## src/rtl/elevator_pkg.sv

```systemverilog
// ---------------------------------------------------------------------------
// elevator_pkg
//   Shared types and helpers for the SCAN elevator controller.
//   - state_t    : controller FSM states
//   - AC_*       : motor command encodings driven on AC
//   - idx_width  : max(1, clog2(n)), used for floor index and timer widths
//   - above_mask / below_mask : 16-bit floor masks strictly above/below f
// ---------------------------------------------------------------------------
package elevator_pkg;

  localparam int MAX_FLOORS = 16;

  typedef enum logic [2:0] {
    ST_IDLE,
    ST_MOVE_UP,
    ST_MOVE_DOWN,
    ST_DOOR_OPEN,
    ST_ESTOP
  } state_t;

  localparam logic [1:0] AC_STOP = 2'b00;
  localparam logic [1:0] AC_UP   = 2'b01;
  localparam logic [1:0] AC_DOWN = 2'b10;

  function automatic int idx_width(input int n);
    return (n <= 2) ? 1 : $clog2(n);
  endfunction

  // Floors strictly above f. For f = 15 every bit shifts out.
  function automatic logic [MAX_FLOORS-1:0] above_mask(input logic [3:0] f);
    logic [MAX_FLOORS-1:0] m;
    m = 16'hFFFF << f;
    return m << 1;
  endfunction

  // Floors strictly below f. For f = 0 the mask is empty.
  function automatic logic [MAX_FLOORS-1:0] below_mask(input logic [3:0] f);
    return (16'h0001 << f) - 16'h0001;
  endfunction

endpackage

```

## src/rtl/elevator_scan_ctrl_if.sv

```systemverilog
// ---------------------------------------------------------------------------
// elevator_scan_ctrl_if
//   Button/status bundle between the building (master) and the controller
//   (slave).
//   F, U, D : cabin, hall-up and hall-down buttons (one bit per floor)
//   hold    : door hold / obstruction
//   estop   : emergency stop
//   AC      : motor command (00 stop, 01 up, 10 down)
//   DISP    : current floor index
//   open    : door open
//   pend    : per-floor pending-request lamps
// ---------------------------------------------------------------------------
interface elevator_scan_ctrl_if
  import elevator_pkg::*;
#(
  parameter int NUM_FLOORS = 8
);
  localparam int FW = idx_width(NUM_FLOORS);

  logic [NUM_FLOORS-1:0] F;
  logic [NUM_FLOORS-1:0] U;
  logic [NUM_FLOORS-1:0] D;
  logic                  hold;
  logic                  estop;
  logic [1:0]            AC;
  logic [FW-1:0]         DISP;
  logic                  open;
  logic [NUM_FLOORS-1:0] pend;

  modport master (
    output F, U, D, hold, estop,
    input  AC, DISP, open, pend
  );

  modport slave (
    input  F, U, D, hold, estop,
    output AC, DISP, open, pend
  );
endinterface

```

## src/rtl/elevator_timer.sv

```systemverilog
// ---------------------------------------------------------------------------
// elevator_timer
//   Down-counter used for both travel and door dwell timing.
//   load   : start a LIMIT-clock interval (count <= LIMIT-1)
//   clear  : abort and return to 0 (priority over load)
//   expire : count is 0; sampled on an edge this ends the interval
//   clk, rst_n : clock, asynchronous active-low reset
// ---------------------------------------------------------------------------
module elevator_timer #(
  parameter int WIDTH = 2,
  parameter int LIMIT = 4
) (
  input  logic clk,
  input  logic rst_n,
  input  logic load,
  input  logic clear,
  output logic expire
);
  localparam logic [WIDTH-1:0] RELOAD = WIDTH'(LIMIT - 1);

  logic [WIDTH-1:0] count;

  // NOTE: clocked state uses non-blocking (<=) so every register samples
  // pre-edge values; blocking here would create order-dependent races.
  always_ff @(posedge clk or negedge rst_n) begin
    if (!rst_n)              count <= '0;
    else if (clear)          count <= '0;
    else if (load)           count <= RELOAD;
    else if (count != '0)    count <= count - 1'b1;
  end

  assign expire = (count == '0);
endmodule

```

## src/rtl/elevator_scan_ctrl.sv

```systemverilog
// ---------------------------------------------------------------------------
// elevator_scan_ctrl
//   SCAN (elevator-algorithm) car controller. Latches cabin/hall requests,
//   keeps moving in the current direction while requests lie ahead, opens
//   the door at requested floors, and honours hold and emergency stop.
//   clk   : clock, rising edge
//   reset : asynchronous active-low reset
//   bus   : button inputs and AC/DISP/open/pend outputs (slave side)
//   All outputs are decoded from registers only.
// ---------------------------------------------------------------------------
module elevator_scan_ctrl
  import elevator_pkg::*;
#(
  parameter int NUM_FLOORS    = 8,
  parameter int TRAVEL_CYCLES = 4,
  parameter int DOOR_CYCLES   = 3
) (
  input  logic                 clk,
  input  logic                 reset,
  elevator_scan_ctrl_if.slave  bus
);
  localparam int FW = idx_width(NUM_FLOORS);
  localparam int TW = idx_width(TRAVEL_CYCLES);
  localparam int DW = idx_width(DOOR_CYCLES);

  localparam logic [NUM_FLOORS-1:0] ONE        = NUM_FLOORS'(1);
  localparam logic [NUM_FLOORS-1:0] TOP_BIT    = ONE << (NUM_FLOORS - 1);
  localparam logic [NUM_FLOORS-1:0] BOTTOM_BIT = ONE;

  state_t                state;
  logic [FW-1:0]         disp;
  logic                  dir_up;
  logic [NUM_FLOORS-1:0] car_req, up_req, dn_req;

  logic travel_expire, dwell_expire;
  logic travel_load, dwell_load;

  // Decision signals derived from registered state and current buttons.
  logic [NUM_FLOORS-1:0] pend_vec, here_mask, latch_mask, clr_mask;
  logic [NUM_FLOORS-1:0] car_next, up_next, dn_next;
  logic [15:0]           pend16;
  logic [3:0]            disp4, arr4;
  logic [FW-1:0]         arr_floor;
  logic here, above, below, idle_up, idle_down, call_here;
  logic in_door, moving, arrive, arr_open, arr_more;
  logic open_idle, open_arr, door_entry;

  // NOTE: every always_comb output gets a default first so no path can
  // leave it unassigned, which would otherwise infer a latch.
  always_comb begin
    pend_vec   = car_req | up_req | dn_req;
    pend16     = 16'(pend_vec);
    disp4      = 4'(disp);
    here_mask  = ONE << disp;
    in_door    = (state == ST_DOOR_OPEN);
    moving     = (state == ST_MOVE_UP) || (state == ST_MOVE_DOWN);
    // The floor the door stands at does not latch; a press there only
    // extends the dwell instead.
    latch_mask = in_door ? ~here_mask : '1;
    call_here  = |((bus.F | (bus.U & ~TOP_BIT) | (bus.D & ~BOTTOM_BIT)) & here_mask);

    here  = pend16[disp4];
    above = |(pend16 & above_mask(disp4));
    below = |(pend16 & below_mask(disp4));
    // Requests both ways: keep the last direction (SCAN).
    idle_up   = !here && above && (dir_up || !below);
    idle_down = !here && below && !idle_up;

    arr_floor = (state == ST_MOVE_UP) ? disp + 1'b1 : disp - 1'b1;
    arr4      = 4'(arr_floor);
    arr_open  = pend16[arr4];
    arr_more  = (state == ST_MOVE_UP) ? |(pend16 & above_mask(arr4))
                                      : |(pend16 & below_mask(arr4));
    arrive    = moving && travel_expire;

    open_idle  = (state == ST_IDLE) && here;
    open_arr   = arrive && arr_open;
    door_entry = !bus.estop && (open_idle || open_arr);
    clr_mask   = '0;
    if (door_entry) clr_mask = open_idle ? here_mask : (ONE << arr_floor);

    car_next = (car_req | (bus.F & latch_mask)) & ~clr_mask;
    up_next  = (up_req  | (bus.U & ~TOP_BIT & latch_mask)) & ~clr_mask;
    dn_next  = (dn_req  | (bus.D & ~BOTTOM_BIT & latch_mask)) & ~clr_mask;

    travel_load = !bus.estop &&
                  (((state == ST_IDLE) && (idle_up || idle_down)) ||
                   (arrive && !arr_open && arr_more));
    dwell_load  = door_entry || (!bus.estop && in_door && (bus.hold || call_here));
  end

  // NOTE: request registers are plain flops, so reset clears them all;
  // a pending call must not survive a reset.
  always_ff @(posedge clk or negedge reset) begin
    if (!reset) begin
      state   <= ST_IDLE;
      disp    <= '0;
      dir_up  <= 1'b1;
      car_req <= '0;
      up_req  <= '0;
      dn_req  <= '0;
    end else begin
      car_req <= car_next;
      up_req  <= up_next;
      dn_req  <= dn_next;
      if (bus.estop) begin
        state <= ST_ESTOP;
      end else begin
        case (state)
          ST_IDLE: begin
            if (here) begin
              state <= ST_DOOR_OPEN;
            end else if (idle_up) begin
              state  <= ST_MOVE_UP;
              dir_up <= 1'b1;
            end else if (idle_down) begin
              state  <= ST_MOVE_DOWN;
              dir_up <= 1'b0;
            end
          end
          ST_MOVE_UP, ST_MOVE_DOWN: begin
            if (travel_expire) begin
              disp <= arr_floor;
              // Nothing further ahead cannot occur in practice; stopping
              // keeps DISP inside the shaft regardless.
              if (arr_open)       state <= ST_DOOR_OPEN;
              else if (!arr_more) state <= ST_IDLE;
            end
          end
          ST_DOOR_OPEN: begin
            if (dwell_expire && !bus.hold && !call_here) state <= ST_IDLE;
          end
          ST_ESTOP: state <= ST_IDLE;
          default:  state <= ST_IDLE;
        endcase
      end
    end
  end

  elevator_timer #(.WIDTH(TW), .LIMIT(TRAVEL_CYCLES)) u_travel (
    .clk    (clk),
    .rst_n  (reset),
    .load   (travel_load),
    .clear  (bus.estop),
    .expire (travel_expire)
  );

  elevator_timer #(.WIDTH(DW), .LIMIT(DOOR_CYCLES)) u_dwell (
    .clk    (clk),
    .rst_n  (reset),
    .load   (dwell_load),
    .clear  (bus.estop),
    .expire (dwell_expire)
  );

  assign bus.AC   = (state == ST_MOVE_UP)   ? AC_UP   :
                    (state == ST_MOVE_DOWN) ? AC_DOWN : AC_STOP;
  assign bus.DISP = disp;
  assign bus.open = in_door;
  assign bus.pend = pend_vec;
endmodule

```

## src/flat_wrapper.sv

```systemverilog
// flat-port wrapper written by rule: the top's interface ports become plain ports
module elevator_scan_ctrl_flat import elevator_pkg::*;
#(
  parameter int NUM_FLOORS    = 8,
  parameter int TRAVEL_CYCLES = 4,
  parameter int DOOR_CYCLES   = 3
)
  (clk, reset, bus_F, bus_U, bus_D, bus_hold, bus_estop, bus_AC, bus_DISP, bus_open, bus_pend);
  elevator_scan_ctrl_if #(.NUM_FLOORS(NUM_FLOORS)) bus_i ();
  input  logic clk;
  input  logic reset;
  input wire logic [$bits(bus_i.F)-1:0] bus_F;
  input wire logic [$bits(bus_i.U)-1:0] bus_U;
  input wire logic [$bits(bus_i.D)-1:0] bus_D;
  input wire logic [$bits(bus_i.hold)-1:0] bus_hold;
  input wire logic [$bits(bus_i.estop)-1:0] bus_estop;
  output wire logic [$bits(bus_i.AC)-1:0] bus_AC;
  output wire logic [$bits(bus_i.DISP)-1:0] bus_DISP;
  output wire logic [$bits(bus_i.open)-1:0] bus_open;
  output wire logic [$bits(bus_i.pend)-1:0] bus_pend;
  assign bus_i.F = bus_F;
  assign bus_i.U = bus_U;
  assign bus_i.D = bus_D;
  assign bus_i.hold = bus_hold;
  assign bus_i.estop = bus_estop;
  assign bus_AC = bus_i.AC;
  assign bus_DISP = bus_i.DISP;
  assign bus_open = bus_i.open;
  assign bus_pend = bus_i.pend;
  elevator_scan_ctrl #(.NUM_FLOORS(NUM_FLOORS), .TRAVEL_CYCLES(TRAVEL_CYCLES), .DOOR_CYCLES(DOOR_CYCLES)) u_core (.clk(clk), .reset(reset), .bus(bus_i));
endmodule
```

## config.mk

```make
export PLATFORM = sky130hd
export DESIGN_NAME = elevator_scan_ctrl_flat
export DESIGN_NICKNAME = d
export VERILOG_FILES = /design/src/rtl/elevator_pkg.sv /design/src/rtl/elevator_scan_ctrl_if.sv /design/src/rtl/elevator_timer.sv /design/src/rtl/elevator_scan_ctrl.sv /design/src/flat_wrapper.sv
export SDC_FILE = /design/constraint.sdc
export NUM_CORES = 1
export LEC_CHECK = 0
export ABC_AREA = 1
export BUFFER_PORTS_ARGS = -buffer_cell sky130_fd_sc_hd__buf_2
export CORE_MARGIN = 5
export CORE_UTILIZATION = 60
export DETAILED_ROUTE_END_ITERATION = 8
export PLACE_DENSITY = 0.84
export SLEW_MARGIN = 10
export SYNTH_ARGS = -nofsm -noshare
export SYNTH_HDL_FRONTEND = slang
export SYNTH_SLANG_ARGS = --single-unit
```

## constraint.sdc

```tcl
create_clock -name clk -period 4.9 [get_ports clk]
set_clock_uncertainty 0.2 [all_clocks]
set_input_delay 0.98 -clock clk [delete_from_list [all_inputs] [get_ports clk]]
set_output_delay 0.98 -clock clk [all_outputs]
set_load 0.01 [all_outputs]
```

==> metrics.md <==
| Metric | Value |
|---|---|
| Register area share after synthesis | `32.1%` |
| CP arrival | `3.62 ns` |
| Buffers on Ports | `39` |
| Final Max Tran Viols | `0` |
| # hold bufs at CTS | `0` |
| Number of core rows | `24` |
| Clk_lat worst skew | `0.29 ns` |
| Die footprint | `6000 sq um` |
| Final Cycle Share | `74.1%` |
| Wirelength per Cell | `14.8 um` |
| Yosys top cell area share | `31.1%` |
| Hold Path Class | `reg -> reg` |
| Synth top cells by count | `nand2_1, nor2_1, a21oi_1, inv_1, dfrtp_1` |
| Final Critical Period | `3.63 ns` |
| Area grow syn2layout | `11.5%` |
| CTS Sinks | `35` |
| Peak supply drop | `263 uV` |
| Worst Setup Path Type | `reg -> reg` |
| Final hold violation count | `0` |
| CTS tree | `done` |
| Reg power frac | `26.0%` |
| Die H | `77.5 um` |
| CP Launch Type | `flip-flop` |
| I/O pin cnt | `42` |
| H-tree depth | `2` |
| Clock root cell | `clkbuf_8` |
| FF/Latch Area | `877 sq um` |
| RSZ-0062 raised after global routing | `false` |
| Final WS setup | `1.27 ns` |
| Area contributors post-synth | `dfrtp_1, nand2_1, nor2_1` |
| Ys async rst share | `100%` |
| Post-synth EDFFs | `0` |
| Net count after synthesis | `421` |
| Post-route ant nets | `0` |
| Gr usage total | `24.0%` |
| Count of final setup violators | `0` |
| Vias in the first global route | `2,523` |
| Global-route met1 utilization | `33.9%` |
| Vias per std cell | `5.87` |
| Worst-margin pin slew | `0.892 ns` |
| P_sw | `1020 uW` |
| # Post-CTS Setup Buffers | `0` |
| Cts bufs inserted | `5` |
| Detailed Route Iter0 Violations | `280` |
| GRT met3 Usage | `4.40%` |
| Crit end category | `flip-flop` |
| Status | `complete, no violations` |
| Drt drc | `0` |
| Slew HR | `40.1%` |
| Area of the multi-input gates | `1630 sq um` |
| Max_cap viols | `0` |
| Grt peak-use layer | `met2` |
| Initial Utilization | `62.3%` |
| Post-Synthesis Cells | `382` |
| Post-Syn Area | `2730 sq um` |
| Via count | `2,795` |
| GRT Residual Overflow | `0` |
| #FFs+latches synth | `35` |
| Clk pwr share | `10.9%` |
| Die width | `77.5 um` |
| FF-to-FF setup slack | `1.27 ns` |
| Pre-CTS setup slack | `1.32 ns` |
| Top FF cell, synth | `dfrtp_1` |
| Yosys cell types | `45` |
| Core Region | `4380 sq um` |
| Sw Ratio | `52.8%` |
| First-pass GRT wire length | `11.9 mm` |
| Grt met2 use | `37.7%` |
| Leak Pwr | `0.00140 uW` |
| Post-DP HPWL | `5.52 mm` |
| Crit Path Max Fanout | `16` |
| FILL cells | `368` |
| Antenna diodes | `0` |
| Layout cell share with drive strength beyond 1 | `20.5%` |
| Nets | `462` |
| Initial antenna violation count | `0` |
| Initial DRT Pass Iterations | `6` |
| Max Fclk | `0.275 GHz` |
| Comb pwr share | `63.1%` |
| Gpl congestion | `0.941` |
| Power per cell area | `634 nW/um^2` |
| Resized cells post-CTS | `0` |
| Largest net degree at the start of global routing | `36` |
| Detailed Route WL | `7.06 mm` |
| Maximum buffer depth of the clock tree | `2` |
| Required @ worst endpoint | `4.88 ns` |
| Syn_area_per_cell | `7.15 sq um` |
| Yosys warnings | `0` |
| Tot Pwr | `1930 uW` |
| Cell taking the most area after synthesis | `dfrtp_1` |
| Reg clk slew, reported paths | `0.08 ns` |
| Final setup TNS | `0 ns` |
| Most frequent cell after synthesis | `nand2_1` |
| Internal | `912 uW` |
[critical path, stage by stage, from the launching register on]
cell     delay (ns)
dfrtp_1        0.71
inv_2          0.21
fa_1           0.52
nand2_1        0.09
nand2_1        0.09
nand2_4        0.14
nand2_8        0.10
nor2_1         0.17
inv_1          0.07
ha_1           0.27
o21ai_0        0.07
a21oi_1        0.14
nand2_1        0.07
nor2_1         0.09
nand2_1        0.07
nor2_2         0.11
nand2_2        0.10
nand3_4        0.10
nand3_1        0.08
nand3_1        0.09
nand2_1        0.05
[state kept, by name (all words and copies together) (netlist names)]
register,count
u_core.dir_up,1
u_core.state,3
u_core.bus.DISP,3
u_core.up_req,8
u_core.u_dwell.count,2
u_core.car_req,8
u_core.dn_req,8
u_core.u_travel.count,2
[final timing paths]
check | start | end | depth (start not counted)
setup / recovery | u_core.bus.DISP[0] | u_core.u_travel.count[0] | 20
hold / removal | u_core.up_req[7] | u_core.up_req[7] | 2
setup reg to reg | u_core.bus.DISP[0] | u_core.u_travel.count[0] | 20
hold reg to reg | u_core.up_req[7] | u_core.up_req[7] | 2
max in group asynchronous | reset | u_core.bus.DISP[2] | 1
min in group asynchronous | reset | u_core.car_req[4] | 1
[area by class of cell]
| cell class | count | area share, % |
|---|---|---|
| flip-flops and latches | 35 | 28.8 |
| well taps | 52 | 2.14 |
| inverters | 48 | 6.16 |
| repair buffers | 39 | 6.41 |
| multi-input cells | 294 | 53.6 |
| clock inverters | 3 | 0.657 |
| clock buffers | 5 | 2.26 |
[power groups by stage]
stage               registers [uW]  logic, uW  clock network [uW]
global placement               498       1170                   0
CTS                            497       1200                 212
finish                         502       1220                 210
floorplan                      469        992                   0
global route                   516       1370                 228
detailed placement             503       1200                   0
[placed cells by master (no fill, tap or decap), drive strengths merged]
cell and count:
a211oi 5, a21oi 40, a31oi 2, buf 39, clkbuf 5, clkinv 1, clkinvlp 2, dfrtp 34
dfstp 1, fa 1, ha 10, inv 48, nand2 77, nand2b 1, nand3 26, nand4 10
nor2 64, nor3 12, nor4 2, o2111ai 2, o211ai 2, o21a 1, o21ai 32, o221a 1
o221ai 1, o31ai 3, or2 1, xor2 1
[layer usage]
layer / vias to the layer above / wire, um
li1: 1362 / -
met1: 1283 / 3190
met2: 134 / 3170
met3: 16 / 564
met4: 0 / 134
met5: - / 0
[stage by stage]
step	hold WS (ns)	cells	instance area [sq um]	utilization, %
2_1_floorplan	0.260	382	2730	-
3_3_place_gp	0.271	468	2960	67.5
3_5_place_dp	0.289	468	2960	67.5
4_1_cts	0.306	476	3050	69.5
5_1_grt	0.340	476	3050	69.5
6_report	0.304	476	3050	69.5
[logic make-up after synthesis]
logic type	Yosys count	share of synthesized area, %
adder cells (fa/ha/maj)	11	5.31
buffers and inverters	53	8.15
flip-flops	35	32.1
AND/OR/NAND/NOR	193	34.3
AO/OA/AOI/OAI	89	19.8
XOR/XNOR	1	0.321
Power figures use the tool's default switching activity.
